[config.mk]
export PLATFORM = sky130hd
export DESIGN_NAME = alu_issue_flat
export DESIGN_NICKNAME = d
export VERILOG_FILES = /design/src/rtl/alu_issue_pkg.sv /design/src/rtl/alu_issue_if.sv /design/src/rtl/alu_issue_decode.sv /design/src/rtl/alu_issue.sv /design/src/flat_wrapper.sv
export SDC_FILE = /design/constraint.sdc
export NUM_CORES = 1
export LEC_CHECK = 0
export ABC_AREA = 1
export CAP_MARGIN = 20
export CORE_UTILIZATION = 43
export DETAILED_ROUTE_END_ITERATION = 6
export HOLD_SLACK_MARGIN = 0.1
export PLACE_DENSITY = 0.89
export SETUP_SLACK_MARGIN = 0.5
export SYNTH_ARGS = -nofsm -noshare
export SYNTH_HDL_FRONTEND = slang
export SYNTH_HIERARCHICAL = 1
export SYNTH_SLANG_ARGS = --single-unit
[constraint.sdc]
create_clock -name clk -period 3.75 [get_ports clk]
set_clock_uncertainty 0.05 [all_clocks]
set_input_delay 1.125 -clock clk [delete_from_list [all_inputs] [get_ports clk]]
set_output_delay 1.125 -clock clk [all_outputs]
set_load 0.1 [all_outputs]
[src/rtl/alu_issue_pkg.sv]
// Shared types and constants for the ALU issue stage: operand width,
// ALU opCode values, RV32I major opcodes, the decoded-entry record and
// the buffer state encoding.
package alu_issue_pkg;

    localparam int DATA_W = 32;

    // ALU operation codes as seen on opCode
    localparam logic [3:0] ALU_ADD = 4'b0000;
    localparam logic [3:0] ALU_SUB = 4'b1000;
    localparam logic [3:0] ALU_XOR = 4'b0100;
    localparam logic [3:0] ALU_AND = 4'b0111;
    localparam logic [3:0] ALU_OR  = 4'b0110;

    // RV32I major opcodes handled by this stage
    localparam logic [6:0] OPC_OP     = 7'b0110011;
    localparam logic [6:0] OPC_OP_IMM = 7'b0010011;
    localparam logic [6:0] OPC_LUI    = 7'b0110111;
    localparam logic [6:0] OPC_AUIPC  = 7'b0010111;

    // One decoded instruction as it travels through the buffer
    typedef struct packed {
        logic [DATA_W-1:0] op_a;
        logic [DATA_W-1:0] op_b;
        logic [3:0]        op_code;
        logic [4:0]        rd;
        logic              illegal;
    } entry_t;

    // Buffer occupancy: output register only (HALF) or both registers (FULL)
    typedef enum logic [1:0] {
        ST_EMPTY = 2'd0,
        ST_HALF  = 2'd1,
        ST_FULL  = 2'd2
    } state_t;

endpackage

[src/rtl/alu_issue_if.sv]
// Handshake bundle between decode, the issue stage and the ALU.
// master = upstream/downstream environment, slave = the issue stage.
interface alu_issue_if;
    import alu_issue_pkg::*;

    logic              in_valid;
    logic              in_ready;
    logic [31:0]       instr;
    logic [DATA_W-1:0] pc;
    logic [DATA_W-1:0] rs1_data;
    logic [DATA_W-1:0] rs2_data;
    logic              flush;
    logic              out_valid;
    logic              out_ready;
    logic [DATA_W-1:0] opA;
    logic [DATA_W-1:0] opB;
    logic [3:0]        opCode;
    logic [4:0]        rd;
    logic              illegal;

    modport master (
        output in_valid, instr, pc, rs1_data, rs2_data, flush, out_ready,
        input  in_ready, out_valid, opA, opB, opCode, rd, illegal
    );

    modport slave (
        input  in_valid, instr, pc, rs1_data, rs2_data, flush, out_ready,
        output in_ready, out_valid, opA, opB, opCode, rd, illegal
    );
endinterface

[src/rtl/alu_issue_decode.sv]
// Combinational RV32I integer-ALU decode: turns an instruction plus its
// pc and register reads into an ALU entry. Unsupported encodings yield an
// entry flagged illegal with zero operands and ADD.
module alu_issue_decode
    import alu_issue_pkg::*;
(
    input  logic [31:0]       instr,
    input  logic [DATA_W-1:0] pc,
    input  logic [DATA_W-1:0] rs1_data,
    input  logic [DATA_W-1:0] rs2_data,
    output entry_t            entry
);

    logic [6:0]        opcode;
    logic [2:0]        funct3;
    logic [6:0]        funct7;
    logic [DATA_W-1:0] imm_i;
    logic [DATA_W-1:0] imm_u;

    assign opcode = instr[6:0];
    assign funct3 = instr[14:12];
    assign funct7 = instr[31:25];
    assign imm_i  = {{(DATA_W-12){instr[31]}}, instr[31:20]};
    assign imm_u  = {instr[31:12], 12'b0};

    logic              legal;
    logic [3:0]        code;
    logic [DATA_W-1:0] a_sel;
    logic [DATA_W-1:0] b_sel;

    // Operand/opcode selection by instruction format
    always_comb begin
        legal = 1'b0;
        code  = ALU_ADD;
        a_sel = '0;
        b_sel = '0;
        unique case (opcode)
            OPC_OP: begin
                a_sel = rs1_data;
                b_sel = rs2_data;
                case (funct3)
                    3'b000: begin
                        if (funct7 == 7'b0000000) begin
                            legal = 1'b1;
                            code  = ALU_ADD;
                        end else if (funct7 == 7'b0100000) begin
                            legal = 1'b1;
                            code  = ALU_SUB;
                        end
                    end
                    3'b100: begin
                        legal = (funct7 == 7'b0000000);
                        code  = ALU_XOR;
                    end
                    3'b110: begin
                        legal = (funct7 == 7'b0000000);
                        code  = ALU_OR;
                    end
                    3'b111: begin
                        legal = (funct7 == 7'b0000000);
                        code  = ALU_AND;
                    end
                    default: legal = 1'b0;
                endcase
            end
            OPC_OP_IMM: begin
                a_sel = rs1_data;
                b_sel = imm_i;
                case (funct3)
                    3'b000: begin legal = 1'b1; code = ALU_ADD; end
                    3'b100: begin legal = 1'b1; code = ALU_XOR; end
                    3'b110: begin legal = 1'b1; code = ALU_OR;  end
                    3'b111: begin legal = 1'b1; code = ALU_AND; end
                    default: legal = 1'b0;
                endcase
            end
            OPC_LUI: begin
                legal = 1'b1;
                a_sel = '0;
                b_sel = imm_u;
            end
            OPC_AUIPC: begin
                legal = 1'b1;
                a_sel = pc;
                b_sel = imm_u;
            end
            default: legal = 1'b0;
        endcase
    end

    // Illegal entries still carry rd but have their payload neutralised
    always_comb begin
        entry         = '0;
        entry.rd      = instr[11:7];
        entry.illegal = !legal;
        if (legal) begin
            entry.op_a    = a_sel;
            entry.op_b    = b_sel;
            entry.op_code = code;
        end
    end

endmodule

[src/rtl/alu_issue.sv]
// ALU issue stage: decodes an instruction and holds the ALU operands in
// registers behind a valid/ready handshake.
// ALU_ISSUE_SKID_EN defined   : two-entry skid buffer, registered in_ready.
// ALU_ISSUE_SKID_EN undefined : single output register, in_ready is
//                               combinational (!out_valid || out_ready).
module alu_issue
    import alu_issue_pkg::*;
(
    input  logic        clk,
    input  logic        rst,
    alu_issue_if.slave  bus
);

    entry_t dec_entry;

    alu_issue_decode u_decode (
        .instr    (bus.instr),
        .pc       (bus.pc),
        .rs1_data (bus.rs1_data),
        .rs2_data (bus.rs2_data),
        .entry    (dec_entry)
    );

    state_t state_reg;
    state_t state_next;
    entry_t out_reg;
    logic   out_valid_int;
    logic   in_ready_int;
    logic   in_xfer;
    logic   out_xfer;
    logic   load_out_dec;

    assign out_valid_int = (state_reg != ST_EMPTY);
    assign out_xfer      = out_valid_int && bus.out_ready;
    assign in_xfer       = bus.in_valid && in_ready_int;

`ifdef ALU_ISSUE_SKID_EN
    entry_t skid_reg;
    logic   in_ready_reg;
    logic   load_out_skid;
    logic   load_skid;

    assign in_ready_int = in_ready_reg;

    // Next occupancy and register load enables; flush overrides all transfers
    always_comb begin
        state_next    = state_reg;
        load_out_dec  = 1'b0;
        load_out_skid = 1'b0;
        load_skid     = 1'b0;
        if (bus.flush) begin
            state_next = ST_EMPTY;
        end else begin
            case (state_reg)
                ST_EMPTY: begin
                    if (in_xfer) begin
                        state_next   = ST_HALF;
                        load_out_dec = 1'b1;
                    end
                end
                ST_HALF: begin
                    if (in_xfer && out_xfer) begin
                        load_out_dec = 1'b1;
                    end else if (in_xfer) begin
                        state_next = ST_FULL;
                        load_skid  = 1'b1;
                    end else if (out_xfer) begin
                        state_next = ST_EMPTY;
                    end
                end
                ST_FULL: begin
                    if (out_xfer) begin
                        state_next    = ST_HALF;
                        load_out_skid = 1'b1;
                    end
                end
                default: state_next = ST_EMPTY;
            endcase
        end
    end

    // in_ready is a function of the next occupancy only, so it is registered
    always_ff @(posedge clk or posedge rst) begin
        if (rst) begin
            in_ready_reg <= 1'b1;
        end else begin
            in_ready_reg <= (state_next != ST_FULL);
        end
    end

    // Skid register captures an entry arriving while the output is stalled
    always_ff @(posedge clk or posedge rst) begin
        if (rst) begin
            skid_reg <= '0;
        end else if (load_skid) begin
            skid_reg <= dec_entry;
        end
    end

    // Output register refills from decode directly or from the skid register
    always_ff @(posedge clk or posedge rst) begin
        if (rst) begin
            out_reg <= '0;
        end else if (load_out_dec) begin
            out_reg <= dec_entry;
        end else if (load_out_skid) begin
            out_reg <= skid_reg;
        end
    end
`else
    assign in_ready_int = !out_valid_int || bus.out_ready;

    // Next occupancy for the single-register buffer; flush overrides transfers
    always_comb begin
        state_next   = state_reg;
        load_out_dec = 1'b0;
        if (bus.flush) begin
            state_next = ST_EMPTY;
        end else if (in_xfer) begin
            // When HALF, in_xfer implies the current entry leaves this cycle
            state_next   = ST_HALF;
            load_out_dec = 1'b1;
        end else if (out_xfer) begin
            state_next = ST_EMPTY;
        end
    end

    // Output register loads every accepted instruction
    always_ff @(posedge clk or posedge rst) begin
        if (rst) begin
            out_reg <= '0;
        end else if (load_out_dec) begin
            out_reg <= dec_entry;
        end
    end
`endif

    // Buffer occupancy register
    always_ff @(posedge clk or posedge rst) begin
        if (rst) begin
            state_reg <= ST_EMPTY;
        end else begin
            state_reg <= state_next;
        end
    end

    assign bus.in_ready  = in_ready_int;
    assign bus.out_valid = out_valid_int;
    assign bus.opA       = out_reg.op_a;
    assign bus.opB       = out_reg.op_b;
    assign bus.opCode    = out_reg.op_code;
    assign bus.rd        = out_reg.rd;
    assign bus.illegal   = out_reg.illegal;

endmodule

[src/flat_wrapper.sv]
// flat-port wrapper written by rule: the top's interface ports become plain ports
module alu_issue_flat import alu_issue_pkg::*;
  (clk, rst, bus_in_valid, bus_instr, bus_pc, bus_rs1_data, bus_rs2_data, bus_flush, bus_out_ready, bus_in_ready, bus_out_valid, bus_opA, bus_opB, bus_opCode, bus_rd, bus_illegal);
  alu_issue_if bus_i ();
  input  logic clk;
  input  logic rst;
  input wire logic [$bits(bus_i.in_valid)-1:0] bus_in_valid;
  input wire logic [$bits(bus_i.instr)-1:0] bus_instr;
  input wire logic [$bits(bus_i.pc)-1:0] bus_pc;
  input wire logic [$bits(bus_i.rs1_data)-1:0] bus_rs1_data;
  input wire logic [$bits(bus_i.rs2_data)-1:0] bus_rs2_data;
  input wire logic [$bits(bus_i.flush)-1:0] bus_flush;
  input wire logic [$bits(bus_i.out_ready)-1:0] bus_out_ready;
  output wire logic [$bits(bus_i.in_ready)-1:0] bus_in_ready;
  output wire logic [$bits(bus_i.out_valid)-1:0] bus_out_valid;
  output wire logic [$bits(bus_i.opA)-1:0] bus_opA;
  output wire logic [$bits(bus_i.opB)-1:0] bus_opB;
  output wire logic [$bits(bus_i.opCode)-1:0] bus_opCode;
  output wire logic [$bits(bus_i.rd)-1:0] bus_rd;
  output wire logic [$bits(bus_i.illegal)-1:0] bus_illegal;
  assign bus_i.in_valid = bus_in_valid;
  assign bus_i.instr = bus_instr;
  assign bus_i.pc = bus_pc;
  assign bus_i.rs1_data = bus_rs1_data;
  assign bus_i.rs2_data = bus_rs2_data;
  assign bus_i.flush = bus_flush;
  assign bus_i.out_ready = bus_out_ready;
  assign bus_in_ready = bus_i.in_ready;
  assign bus_out_valid = bus_i.out_valid;
  assign bus_opA = bus_i.opA;
  assign bus_opB = bus_i.opB;
  assign bus_opCode = bus_i.opCode;
  assign bus_rd = bus_i.rd;
  assign bus_illegal = bus_i.illegal;
  alu_issue u_core (.clk(clk), .rst(rst), .bus(bus_i));
endmodule
== Word-level counts from Yosys, hierarchy flattened ==
Index checks and enable logic that the tools add are counted.

* Eq/ne operators: 8
* Multiplexer cells: 18
* Reduce and logical (&&, ||, !) cells: 13

{| class="wikitable"
|+ Operators by type and width
! kind !! count
|-
| $pmux W32 S3 || 1
|-
| $mux W68 || 1
|-
| $pmux W32 S2 || 1
|-
| $eq A7 B6 Y1 const B || 3
|-
| $pmux W4 S4 || 1
|-
| $eq A7 B5 Y1 const B || 2
|-
| $eq A3 B3 Y1 const B || 3
|-
| $pmux W3 S3 || 1
|-
| $mux W4 || 2
|-
| $pmux W4 S2 || 1
|-
| $logic_not A7 Y1 || 1
|-
| $mux W2 || 3
|-
| $mux W1 || 5
|-
| $reduce_or A2 Y1 || 2
|-
| $reduce_or A4 Y1 || 1
|-
| $logic_not A3 Y1 || 1
|-
| $pmux W1 S3 || 1
|-
| $reduce_bool A3 Y1 || 1
|-
| $reduce_or A3 Y1 || 1
|-
| $logic_and A1 B1 Y1 || 2
|-
| $logic_not A1 Y1 || 2
|-
| $pmux W1 S2 || 1
|-
| $reduce_bool A2 Y1 || 1
|-
| $logic_or A1 B1 Y1 || 1
|}

* Register bits after elaboration: 76
* Output and inout bits: 76
* Logic and storage cells: 45

== Logic depth before layout (Yosys ltp) ==
Gate-level depths: netlist of run 1.

* Word-level depth: 6
* Mapped depth: 13
* Gate-level depth less buffers: 11

== Cells and area by module ==
Netlist of run 1, hierarchy kept.

{| class="wikitable"
|+ By module, submodules not included
! module !! instances !! cells each !! area an instance (µm²)
|-
| alu_issue || 1 || 328 || 3011.6
|-
| alu_issue_decode || 1 || 393 || 1702.9
|}

== Worst setup path after synthesis of run 1 ==
OpenSTA, ideal clock, no wires.

* Kind: input port to output port
* Start point: input bus_out_ready
* End point: output bus_in_ready
* Arrival time: 1.725 ns
* Data required time: 2.575 ns
* Path slack: 0.850 ns
* Stages on the path: 3
* Path buffers: 1
* Cell sequence: inv_2 -> nand2_2 -> buf_2

* Cells in the longest elaborated chain, start to end: 1

{| class="wikitable"
|+ Ends and longest elaborated chain
! what !! RTL line !! text
|-
| start, declared || flat_wrapper.sv:13 || <nowiki>input wire logic [$bits(bus_i.out_ready)-1:0] bus_out_ready;</nowiki>
|-
| $logic_or A1 B1 Y1 || alu_issue.sv:111 || <nowiki>assign in_ready_int = !out_valid_int || bus.out_ready;</nowiki>
|-
| end, declared || flat_wrapper.sv:14 || <nowiki>output wire logic [$bits(bus_i.in_ready)-1:0] bus_in_ready;</nowiki>
|}

Every way passes these cells.

== Final worst setup path of run 1 ==
Ends and elaborated chain as after synthesis.

==> impl_metrics.tcl, run 1 <==
set metrics [dict create \
    cts_buffer_depth 2 \
    slew_headroom_pct 44.30 \
    cts_max_level 3 \
    cts_tree "yes" \
    die_h_um 106.7 \
    wire_per_inst_um 14.39 \
    p_leak_nw 3.397 \
    yosys_warnings 6 \
    drive_gt1_share_pct 13.38 \
    gp_congestion 0.8752 \
    layout.cells.non_filler 1040 \
    multi_input_comb_area_um2 2232 \
    startpoint_type "input pin" \
    fin_crit_sh_pct 81.64 \
    synth.area.top_cells "dfrtp_1, nand2_1, nand3_1" \
    period_needed_ps 3062 \
    hold_viol_final 0 \
    grt_max_degree 77 \
    gr-total-overflow 0 \
    p_per_area_nw_per_um2 257.1 \
    grt_pass1_wl_mm 23.71 \
    hold_slack_ps 423.3 \
    synth_area_leader_cell "dfrtp_1" \
    p_sw_mw 0.5035 \
    worstMarginPinSlew_ps 835.5 \
    synth.avg_cell_area_um2 6.539 \
    p_clk_share_pct 31.0 \
    antenna_left 0 \
    intPower_mw 1.231 \
    synth_nets 854 \
    cts_resized 0 \
    seq_area_frac_synth_pct 39.81 \
    max_freq_ghz 0.3266 \
    numPlacedInstances 1024 \
    cts.sinks 75 \
    cts-root-buf "clkbuf_8" \
    cts_setup_buffers 0 \
    antenna_found_initial 0 \
    port_buffers 208 \
    power_mw 1.734 \
    syn_area_um2 4715 \
    arrival_ps 1890 \
    clk_latency_ps 350 \
    yosysTopAreaCellShare_pct 39.81 \
    worst_setup_path_end_kind "primary output" \
    power_frac_comb_pct 21.5 \
    hp-class "reg2reg" \
    initial_utilization_pct 45.06 \
    grt.total_usage_pct 26.48 \
    synth.distinct_cells 20 \
    path_class "in2out" \
    dr.first_iter.drc_count 336 \
    syn_inst 721 \
    syn_to_final_growth_pct 43.07 \
    status "completed" \
    fin_util_pct 64.47 \
    wl_mm 14.97 \
    dieArea_um2 11390 \
    area.sequential_um2 1877 \
    clkTransAtPathRegs_ps 70 \
    tns_ps 0 \
    setup_viol 0 \
    crit_required_ps 2570 \
    synth-seq-cells 75 \
    dp_hpwl_mm 10.24 \
    drc_errors 0 \
    rows 37 \
    cap_violations 0 \
    fillCellCount 941 \
    first_global_vias 4793 \
    numCtsBuffers 9 \
    p_seq_share_pct 47.5 \
    io_pins 209 \
    nNetsFinal 1033 \
    netSwitchingFraction_pct 29.04 \
    first_pass_iters 5 \
    rr_worst_depth 6 \
    antenna_cells 0 \
    whs_path_depth 2 \
    vias 5225 \
    core_area_um2 10460 \
    holdBufCountCts 0 \
    crit_fanout 2 \
    grt_setup_unrepaired "false" \
    avgViaCountPerCell 5.024 \
    drv_slew 0 \
    ir_worst_vdd_mv 0.2016 \
    die_w_um 106.7 \
]
## per-layer routing
layer  share of wire, %  routed length (um)  global-route usage, %
met5                  0                   0                      0
met2                 47                7048                  44.06
met3                8.8                1323                  4.863
met4                1.9                 283                  10.08
met1                 42                6310                  34.15
## synth_stat cells
master,number
nor3_2,1
dfrtp_1,75
o21ai_1,6
buf_2,23
a21oi_1,2
nor3_4,1
inv_2,6
nor2_2,3
nor3_1,3
inv_1,62
o211ai_1,1
nor2_4,1
clkbuf_1,13
buf_4,7
nand2_1,244
nand3_1,147
o21ai_0,16
nand2_2,2
nor2_1,95
buf_6,13
## final cells by class
type | count | share of cell area (%)
inverter | 68 | 3.803
multi-input combinational | 522 | 33.09
clock inverter | 3 | 0.2226
clock buffer | 12 | 2.152
tap | 136 | 2.523
timing repair buffer | 224 | 30.38
sequential | 75 | 27.82
## layout by cell type, fill, tap and decap left out, drive strengths merged
cell,n
nand2,246
o211ai,1
dfrtp,75
clkinv,4
buf,92
nor3,5
nand3,147
a21oi,2
o21ai,22
clkdlybuf4s50,132
inv,67
nor2,99
clkbuf,12
## critical path: stages
cell and delay [ps]:
clkdlybuf4s50_1 470, inv_2 40, nand2_2 70, buf_12 170
## cell families after synthesis
family                 after synthesis  share of synthesized area, %
DFF                                 75                         39.81
AOI/OAI and AO/OA                   25                         2.707
and+or+nand+nor                    497                         44.37
buffers and inverters              124                         13.11
## power groups by stage
stage	logic [mW]	clock network, mW	registers (mW)
3_5_place_dp	0.373	0	0.840
6_report	0.373	0.537	0.824
2_1_floorplan	0.109	0	0.916
4_1_cts	0.374	0.557	0.824
5_1_grt	0.395	0.590	0.824
3_3_place_gp	0.372	0	0.840
## final timing paths
path                                      endpoint  slack (ps)                start
worst max-delay path                  bus_in_ready         690        bus_out_ready
worst min-delay path            u_core/bus.opB[16]         420   u_core/bus.opB[16]
worst max register to register   u_core/bus.opA[5]        1800  u_core/state_reg[0]
worst min register to register  u_core/bus.opB[16]         420   u_core/bus.opB[16]
max in group asynchronous       u_core/bus.opB[19]        2170                  rst
min in group asynchronous        u_core/bus.opA[8]        1120                  rst
## metrics by stage
stage | area (um^2) | setup WS (ps)
2_1_floorplan | 4715 | 665.0
3_3_place_gp | 6565 | 258.3
3_5_place_dp | 6565 | 209.1
4_1_cts | 6725 | 570.6
5_1_grt | 6745 | 538.8
6_report | 6745 | 688.5
Power figures use the tool's default switching activity.
==> run 2, diff against run 1 <==
clock period = 3 ns   (was 3.75 ns; I/O delays follow)
==> run 2 against run 1 <==
Compared with the run above: cell count rose by 0.77%; worst hold slack improved by 1.3 ps; setup slack got worse by 91 ps; critical path depth increased by 9; power increased by 43%; sequential power rose by 25%; register-to-register slack worse by 390 ps; clock-buffer cell count stayed put.
==> impl_metrics.tcl, run 2 (synthesis results as in run 1) <==
set metrics [dict create \
    status "completed" \
    gr-total-overflow 0 \
    wire_per_inst_um 14.75 \
    clk_latency_ps 350 \
    p_sw_mw 0.6693 \
    crit_required_ps 3250 \
    cts.sinks 75 \
    cts_tree "yes" \
    dp_hpwl_mm 10.57 \
    startpoint_type "input pin" \
    fillCellCount 917 \
    wl_mm 15.45 \
    dr.first_iter.drc_count 420 \
    multi_input_comb_area_um2 2261 \
    fin_util_pct 66.87 \
    first_global_vias 4872 \
    hp-class "reg2reg" \
    gp_congestion 0.8494 \
    hold_viol_final 0 \
    cts-root-buf "clkbuf_8" \
    intPower_mw 1.809 \
    drv_slew 0 \
    cap_violations 0 \
    die_h_um 106.7 \
    worstMarginPinSlew_ps 577.9 \
    path_class "in2reg" \
    worst_setup_path_end_kind "flop" \
    max_freq_ghz 0.4162 \
    dieArea_um2 11390 \
    slew_headroom_pct 61.39 \
    clkTransAtPathRegs_ps 90 \
    core_area_um2 10460 \
    avgViaCountPerCell 5.094 \
    drc_errors 0 \
    port_buffers 208 \
    grt_max_degree 77 \
    numCtsBuffers 9 \
    io_pins 209 \
    fin_crit_sh_pct 80.09 \
    p_clk_share_pct 39.0 \
    drive_gt1_share_pct 14.58 \
    area.sequential_um2 1877 \
    antenna_found_initial 0 \
    holdBufCountCts 0 \
    initial_utilization_pct 45.06 \
    grt.total_usage_pct 26.24 \
    rows 37 \
    die_w_um 106.7 \
    netSwitchingFraction_pct 27.01 \
    vias 5338 \
    antenna_cells 0 \
    p_per_area_nw_per_um2 354.2 \
    grt_setup_unrepaired "false" \
    period_needed_ps 2403 \
    power_frac_comb_pct 19.4 \
    crit_fanout 24 \
    arrival_ps 2650 \
    grt_pass1_wl_mm 23.38 \
    syn_to_final_growth_pct 48.41 \
    cts_buffer_depth 2 \
    p_leak_nw 3.534 \
    first_pass_iters 5 \
    tns_ps 0 \
    final_cell_mix "nand2_1, nand3_1, clkdlybuf4s50_1" \
    layout_commonest_cell "nand2_1" \
    ir_worst_vdd_mv 0.2498 \
    p_seq_share_pct 41.6 \
    cts_max_level 3 \
    setup_viol 0 \
    nNetsFinal 1040 \
    antenna_left 0 \
]
-- run 2: area by class of cell --
cell class                 count  area share [%]
timing repair buffer         231           31.26
clock buffer                  12           2.074
sequential                    75           26.82
clock inverter                 4           1.395
multi-input combinational    522           32.31
tap                          136           2.432
inverter                      68           3.702
-- run 2: worst paths after layout --
kind                                          start                   end  slack (ps)  depth (start not counted)
worst max-delay path                  bus_instr[25]     u_core/bus.opB[5]         600                         13
worst min-delay path             u_core/bus.opA[18]    u_core/bus.opA[18]         420                          2
worst max register to register  u_core/state_reg[0]  u_core/bus.opCode[0]        1410                          6
worst min register to register   u_core/bus.opA[18]    u_core/bus.opA[18]         420                          2
max in group asynchronous                       rst    u_core/bus.opA[11]        1450                          3
min in group asynchronous                       rst    u_core/bus.opA[18]         910                          2
-- run 2: per-layer routing --
layer	vias up	routed length, um	global-route usage, %	part of all wire (%)
met5	-	0	0	0
met4	0	377	10.67	2.4
met3	35	1433	5.714	9.3
met2	298	7419	44.42	48
met1	2403	6223	32.38	40
li1	2602	-	-	-
-- run 2: what timing repair did --
action,CTS,global route
hold endpoints to repair,0,0
setup buffers,0,1
endpoints found under the setup margin,1,68
gates resized for setup,2,12
gates cloned,0,1
pin swaps,0,2
-- run 2: through the flow --
stage               std cells  total power [mW]  hold slack, ps  setup slack [ps]  instance area, um^2
floorplan                 721             1.282           913.1             549.7                 4718
global placement         1030             1.522           404.9             249.0                 6675
detailed placement       1030             1.528           409.2             177.6                 6675
CTS                      1046             2.486           428.7             507.9                 6922
global route             1048             2.568           444.4             470.8                 6997
finish                   1048             2.478           424.6             597.4                 6997
-- run 2: critical path, cell delays in order --
cell and delay (ps):
clkdlybuf4s50_1 460, nor2_2 180, inv_1 50, nor2_1 130
nand2_1 70, nand2_1 80, nand2_1 70, nand2_1 110
inv_2 90, clkbuf_16 200, nor2_1 120, nand3_1 90
nand2_1 90
-- run 2: power groups by stage --
stage / sequential [mW] / clock (mW) / combinational, mW
floorplan: 1.15 / 0 / 0.137
global placement: 1.05 / 0 / 0.472
detailed placement: 1.05 / 0 / 0.477
CTS: 1.03 / 0.977 / 0.478
global route: 1.03 / 1.03 / 0.510
finish: 1.03 / 0.965 / 0.482
==> run 3, diff against run 2 <==
clock period = 2.4 ns   (was 3 ns; I/O delays follow)
==> run 3 against run 2 <==
Compared with the run above: global-route usage increased by 2.0 points; flip-flop and latch count unchanged; via count increased by 3.6%; non-clock buffer count increased by 24; highest routed layer unchanged; sequential share of layout area decreased by 1.4 points; setup slack got worse by 70 ps; die area unchanged; clock-buffer cell count decreased by 1; critical path depth decreased by 2; worst hold slack about the same.
==> impl_metrics.tcl, run 3 (synthesis results as in run 1) <==
set metrics [dict create \
    layout_commonest_cell "nand2_1" \
    cts_buffer_depth 2 \
    crit_required_ps 2650 \
    cp_slowest_stage_delay_ps 210 \
    ir_worst_vdd_mv 0.2605 \
    first_pass_iters 6 \
    vias 5531 \
    worstSetupPathDepth 11 \
    cts_max_level 3 \
    die_w_um 106.7 \
    startpoint_type "input pin" \
    p_leak_nw 3.710 \
    cts_tree "yes" \
    grt_max_degree 77 \
    wl_mm 16.96 \
    worst_setup_path_end_kind "flop" \
    worst-path-buf-inv 3 \
    first_global_vias 5114 \
    dieArea_um2 11390 \
    grtUsageMet2_pct 48.29 \
    arrival_ps 2120 \
    cp_top_family "simple AND/OR/NAND/NOR gates" \
    fillCellCount 868 \
    initial_utilization_pct 45.06 \
    max_freq_ghz 0.5341 \
    hold_slack_ps 424.7 \
    drc_errors 0 \
    core_area_um2 10460 \
    antenna_cells 0 \
    antenna_left 0 \
    tns_ps 0 \
    cts-root-buf "clkbuf_8" \
    slew_headroom_pct 68.67 \
    period_needed_ps 1872 \
    dr.first_iter.drc_count 377 \
    timing.rr.end "u_core/bus.opB[18]" \
    cts.sinks 75 \
    syn_to_final_growth_pct 56.63 \
    port_buffers 208 \
    busiest_layer "met2" \
    nNetsFinal 1064 \
    p_per_area_nw_per_um2 406.0 \
    hp-class "reg2reg" \
    crit_path_end "u_core/bus.opB[26]" \
    crit_fanout 9 \
    worstMarginPinSlew_ps 469.9 \
    path_cells "buf_2, nor2_4, nand3_4, nor3_4, nand2_2, nand2_4, clkinv_8, clkbuf_16, nor2_1, nand3_1, nand2_1" \
    path_class "in2reg" \
    ff2ff_setup_slack_ps 770 \
    rows 37 \
    grt_util_met3_pct 6.809 \
    worstSetupStartpoint "bus_instr[3]" \
    status "completed" \
    gr-total-overflow 0 \
    antenna_found_initial 0 \
    gp_congestion 0.8719 \
    fin_util_pct 70.58 \
    r2r_start "u_core/state_reg[0]" \
    slowest_stage "nor3_4" \
    grt_use_met1_pct 35.47 \
    io_pins 209 \
    hold_viol_final 0 \
    clkTransAtPathRegs_ps 80 \
    setup_viol 0 \
    avgViaCountPerCell 5.164 \
    final_cell_mix "nand2_1, nand3_1, clkdlybuf4s50_1" \
    dp_hpwl_mm 10.83 \
    wire_per_inst_um 15.83 \
    grt_setup_unrepaired "true" \
    numCtsBuffers 9 \
    fin_crit_sh_pct 78.01 \
    drv_slew 0 \
    hold_start "u_core/bus.opA[25]" \
    grt_pass1_wl_mm 25.30 \
    cap_violations 0 \
    rr_worst_depth 7 \
    drive_gt1_share_pct 22.46 \
    die_h_um 106.7 \
    grt.total_usage_pct 28.28 \
    clk_latency_ps 350 \
]
## run 3: power by group
group / internal (mW) / switching (mW) / leakage [nW]
clock: 0.583 / 0.486 / 0.0996
sequential: 1.28 / 0.00941 / 1.04
combinational: 0.277 / 0.363 / 2.57
## run 3: worst register-to-register path, cell delays in order, from the launching register on
cell     delay [ps]
dfrtp_2         430
nand2_4          70
buf_4           110
buf_12          310
nand2_2         140
buf_4           240
nand2_1         100
nand2_1          60
## run 3: worst min-delay path by stage
stage,slack (ps),end,depth (start not counted)
after CTS,430,u_core/bus.opB[15],2
after detailed placement,410,u_core/bus.opB[15],2
after global routing,450,u_core/bus.opB[13],2
final,420,u_core/bus.opA[25],2
after global placement,410,u_core/bus.opA[30],2
after floorplan,730,u_core/state_reg[0],1
## run 3: through the flow
stage          worst slack [ps]  area, um^2  total power, mW  instances
5_1_grt                   482.7        7385            3.107       1071
6_report                  527.7        7385            2.998       1071
2_1_floorplan             507.9        4731            1.605        721
4_1_cts                   506.5        7228            3.009       1065
3_5_place_dp             -220.9        6830            1.930       1040
3_3_place_gp             -164.2        6830            1.924       1040
## run 3: layer usage
| layer | part of all wire [%] | vias to the layer above |
|---|---|---|
| met3 | 8.9 | 22 |
| li1 | - | 2658 |
| met4 | 1.5 | 0 |
| met2 | 48 | 280 |
| met5 | 0 | - |
| met1 | 42 | 2571 |
## run 3: repair_timing
action | in CTS | in global routing
buffers inserted | 8 | 0
gates resized for setup | 54 | 73
hold buffers | 0 | 0
endpoints found under the setup margin | 75 | 68
hold endpoints to repair | 0 | 0
gates cloned | 2 | 6
pin swaps | 18 | 28
## run 3: layout make-up
class                   count  area (um^2)  area share, %
clock buffers              11        131.4          1.779
repair buffers            255         2451          33.19
inverters                  68        271.5          3.677
clock inverters             4        76.32          1.034
multi-input cells         522         2406          32.58
flip-flops and latches     75         1878          25.43
well taps                 136        170.2          2.304
